==> config.mk <==
export PLATFORM = sky130hd
export DESIGN_NAME = reg_bank_writer
export DESIGN_NICKNAME = d
export VERILOG_FILES = /design/src/rtl/reg_bank_writer.sv
export SDC_FILE = /design/constraint.sdc
export NUM_CORES = 1
export LEC_CHECK = 0
export ABC_AREA = 1
export BUFFER_PORTS_ARGS = -buffer_cell sky130_fd_sc_hd__clkbuf_2
export CORE_AREA = 2 2 217 219
export DETAILED_ROUTE_END_ITERATION = 16
export DIE_AREA = 0 0 219 221
export SYNTH_ARGS = -nofsm -noshare
export SYNTH_HDL_FRONTEND = slang
export SYNTH_SLANG_ARGS = --single-unit
==> constraint.sdc <==
create_clock -name clk -period 3 [get_ports clk]
set_input_delay 0.3 -clock clk [delete_from_list [all_inputs] [get_ports clk]]
set_output_delay 0.3 -clock clk [all_outputs]
set_load 0.01 [all_outputs]
==> src/rtl/reg_bank_writer.sv <==
// reg_bank_writer: 16 x 32-bit register bank with single writes and
// auto-incrementing bursts of 1..16 words. Register 0 can be hard-wired to zero.
module reg_bank_writer #(
  parameter bit ZERO_R0 = 1'b1
) (
  input  logic        clk,
  input  logic        rst,
  input  logic        wr_valid,
  output logic        wr_ready,
  input  logic [3:0]  wr_addr,
  input  logic [31:0] wr_data,
  input  logic        burst_start,
  input  logic [3:0]  burst_len,
  output logic        busy,
  output logic        done,
  output logic [31:0] q0,
  output logic [31:0] q1,
  output logic [31:0] q2,
  output logic [31:0] q3,
  output logic [31:0] q4,
  output logic [31:0] q5,
  output logic [31:0] q6,
  output logic [31:0] q7,
  output logic [31:0] q8,
  output logic [31:0] q9,
  output logic [31:0] q10,
  output logic [31:0] q11,
  output logic [31:0] q12,
  output logic [31:0] q13,
  output logic [31:0] q14,
  output logic [31:0] q15
);

  typedef enum logic {IDLE = 1'b0, BURST = 1'b1} state_t;

  state_t      r_state;
  logic [3:0]  r_ptr;
  logic [3:0]  r_rem;
  logic        r_done;
  logic [31:0] r_q [16];

  logic        w_we;
  logic        w_upd;
  logic [3:0]  w_waddr;

  // Every state accepts beats; only a cycle under reset refuses them.
  assign wr_ready = ~rst;
  assign busy     = (r_state == BURST);
  assign done     = r_done;

  // Select the write target: wr_addr for single writes, the burst pointer in
  // BURST. A burst_start cycle is pure setup and never writes.
  always_comb begin
    w_we    = 1'b0;
    w_waddr = wr_addr;
    case (r_state)
      IDLE:  w_we = wr_valid && !burst_start;
      BURST: begin
        w_we    = wr_valid;
        w_waddr = r_ptr;
      end
      default: w_we = 1'b0;
    endcase
    // A beat aimed at a hard-zero r0 is still consumed, it just stores nothing.
    w_upd = w_we && !(ZERO_R0 && (w_waddr == 4'd0));
  end

  // Register bank: at most one entry changes per edge.
  always_ff @(posedge clk) begin
    if (rst) begin
      for (int i = 0; i < 16; i++) r_q[i] <= 32'h0;
    end else if (w_upd) begin
      r_q[w_waddr] <= wr_data;
    end
  end

  // Burst control FSM: pointer/remaining count, done pulse after the last beat.
  always_ff @(posedge clk) begin
    if (rst) begin
      r_state <= IDLE;
      r_ptr   <= 4'd0;
      r_rem   <= 4'd0;
      r_done  <= 1'b0;
    end else begin
      r_done <= 1'b0;
      case (r_state)
        IDLE: begin
          if (burst_start) begin
            r_ptr   <= wr_addr;
            r_rem   <= burst_len;
            r_state <= BURST;
          end
        end
        BURST: begin
          if (wr_valid) begin
            r_ptr <= r_ptr + 4'd1;
            if (r_rem == 4'd0) begin
              r_state <= IDLE;
              r_done  <= 1'b1;
            end else begin
              r_rem <= r_rem - 4'd1;
            end
          end
        end
        default: r_state <= IDLE;
      endcase
    end
  end

  assign q0  = r_q[0];
  assign q1  = r_q[1];
  assign q2  = r_q[2];
  assign q3  = r_q[3];
  assign q4  = r_q[4];
  assign q5  = r_q[5];
  assign q6  = r_q[6];
  assign q7  = r_q[7];
  assign q8  = r_q[8];
  assign q9  = r_q[9];
  assign q10 = r_q[10];
  assign q11 = r_q[11];
  assign q12 = r_q[12];
  assign q13 = r_q[13];
  assign q14 = r_q[14];
  assign q15 = r_q[15];

endmodule

==> results.json <==
{
  "p_sw_frac": 0.225,
  "path_common_cell": "nand2_1",
  "insertedDiodeCount": 0,
  "synthCells": 1239,
  "synth.avg_cell_area_sq_um": 14.8,
  "hold-path-cell-count": 5,
  "htree_levels": 2,
  "cp_slowest_cell": "dfxtp_1",
  "routedWlPerCell_microns": 23.1,
  "area_growth_pct": 30.0,
  "coreArea_sq_um": 46100,
  "finalMaxSlewViolations": 0,
  "portBuffers": 558,
  "clk_pin_slew_worst_paths_ns": 0.06,
  "drive_above_1_share": 0.365,
  "cts_tree": "built",
  "synth_edf_count": 512,
  "cts_num_sinks": 522,
  "grt_start_max_net_pins": 35,
  "numCtsBuffers": 54,
  "antenna_left": 0,
  "cts.path.max_buffers": 3,
  "ys_warn_count": 0,
  "rsz0062_at_grt": "no",
  "ir_drop_mv": 0.550,
  "async_flop_share": 0,
  "worstPathRequired_ns": 3.21,
  "cp_cell_sequence": "inv_2 -> nand2_1 -> nand3_1 -> nor2_1 -> nand2_1 -> nand2_2",
  "fin_total_pwr_w": 0.0163,
  "hold_path.class": "in -> reg",
  "ys_ff_latch": 522,
  "yosysSeqAreaShare": 0.848,
  "antenna_found_initial": 0,
  "hold_viol": 0,
  "setup_viol": 0,
  "p_int_w": 0.0127,
  "pwr-share-comb": 0.068,
  "final_common_cell": "clkbuf_2",
  "fin_worst_skew_ns": 0.0260,
  "grtUsageTotal": 0.237,
  "drt-initial-drc-count": 1024,
  "fin_crit_sh": 0.916,
  "gp_congestion": 0.809,
  "nets": 1885,
  "p_per_area_nw_per_um2": 685,
  "min_period_ns": 2.75,
  "outcome": "completed",
  "dr.pass1.iters": 6,
  "critical_path_depth": 6,
  "fillers": 4040,
  "relSlewSlack": 0.292,
  "dpl.hpwl_mm": 39.2,
  "routed_via_density": 4.84,
  "synthDistinctLibCells": 24,
  "cp_num_buf_inv": 1,
  "worstSetupStartpointType": "register",
  "die_x_microns": 219,
  "worstMarginPinSlew_ns": 1.06,
  "num_io_pins": 559,
  "wl_mm": 57.5,
  "chipHeight_microns": 221,
  "r2r.worst_path.cells": 6,
  "cp_max_fo": 32,
  "clock_power_share": 0.416,
  "post_cts_resized": 0,
  "overflow": 0,
  "vias": 12057,
  "grt_first_pass_wirelength_mm": 82.2,
  "insertion_delay_ns": 0.59,
  "hold_buffers": 4,
  "cts-root-buf": "clkbuf_16",
  "rows": 79,
  "fmax_ghz": 0.364,
  "synth_area_sq_um": 18400,
  "start_util": 0.399,
  "final_cell_mix": "clkbuf_2 (558), edfxtp_1 (512), nor2_1 (496)",
  "worst-setup-path-type": "reg -> reg",
  "switchingPower_w": 0.00367,
  "seqPwrFrac": 0.516,
  "max_cap_viol_count": 0,
  "drc_errors": 0,
  "synth-main-ff-cell": "edfxtp_1",
  "slowest_delay_ns": 0.65,
  "die-area_sq_um": 48400,
  "grt_pass1_vias": 11832,
  "arrival_ns": 2.96,
  "power_leakage_nw": 10.5,
  "endpoint_kind": "register",
  "cts_setup_buffers": 0,
  "fin_setup_tns_ns": 0,
  "cp_top_family": "simple AND/OR/NAND/NOR gates"
}
## routing by layer
layer | vias up | global-route usage | routed length, microns | share of wire
met1 | 5985 | 0.287 | 21300 | 0.37
met4 | 0 | 0.0730 | 1690 | 0.029
li1 | 5379 | - | - | -
met5 | - | 0 | 0 | 0
met3 | 95 | 0.0691 | 5360 | 0.093
met2 | 598 | 0.406 | 29200 | 0.51
## per-stage QoR
step	util	std cells	cell area, sq um	hold slack (ns)	worst slack (ns)
3_3_place_gp	0.478	2386	22000	0.467	0.374
6_report	0.518	2489	23900	0.0384	0.251
4_1_cts	0.518	2489	23900	0.00425	0.250
2_1_floorplan	-	1270	18500	0.369	0.438
5_1_grt	0.518	2489	23900	0.0378	0.0112
3_5_place_dp	0.478	2386	22000	0.473	0.290
## tightest hold or removal path, delay by kind of cell
family        cells  cell delay [ns]
buf+inv           1             0.08
simple gates      4             0.21
## synth_stat cells (3+ instances only)
cell type / n / area (sq um)
clkbuf_1: 79 / 297
o21ai_0: 10 / 50.1
inv_1: 44 / 165
edfxtp_1: 512 / 15400
a31oi_1: 3 / 18.8
nor2_1: 496 / 1860
nand2_1: 52 / 195
inv_2: 4 / 15.0
dfxtp_1: 10 / 200
a21oi_1: 4 / 20.0
nand3_1: 8 / 40.0
## cell type report
| class | instances | area [sq um] | area share |
|---|---|---|---|
| sequential | 522 | 15600 | 0.653 |
| timing repair buffer | 594 | 3110 | 0.130 |
| multi-input combinational | 619 | 2450 | 0.103 |
| clock buffer | 65 | 1410 | 0.0592 |
| tap | 607 | 759 | 0.0318 |
| clock inverter | 34 | 380 | 0.0159 |
| inverter | 48 | 180 | 0.00755 |
## power by group through the flow
stage	Combinational (W)	Clock [W]	Sequential, W
floorplan	0.000327	0	0.00875
global placement	0.00112	0	0.00858
detailed placement	0.00112	0	0.00859
CTS	0.00113	0.00691	0.00844
global route	0.00119	0.00719	0.00847
finish	0.00111	0.00679	0.00844
## cell families (layout without fill, tap and decap cells)
group	count (synthesis)	after routing	share of synthesized area
buffers and inverters	129	741	0.0265
other	1	32	0.000204
AO/OA/AOI/OAI	22	22	0.00681
adder cells (fa/ha/maj)	2	2	0.00136
AND/OR/NAND/NOR	562	562	0.116
flip-flops	522	522	0.848
XOR/XNOR	1	1	0.000477
## state kept, by name (all words and copies together), names as in the netlist
| register | count |
|---|---|
| busy | 1 |
| r_ptr | 4 |
| r_rem | 4 |
| r_q | 512 |
| done | 1 |
## final timing paths
kind,end,slack [ns],startpoint
max,r_q[6][31]$_SDFFCE_PN0P_,0.25,busy$_SDFF_PP0_
min,r_rem[2]$_SDFFE_PP0P_,0.04,burst_len[2]
max reg2reg,r_q[6][31]$_SDFFCE_PN0P_,0.25,busy$_SDFF_PP0_
min reg2reg,r_rem[1]$_SDFFE_PP0P_,0.49,r_rem[1]$_SDFFE_PP0P_
Power figures use the tool's default switching activity.
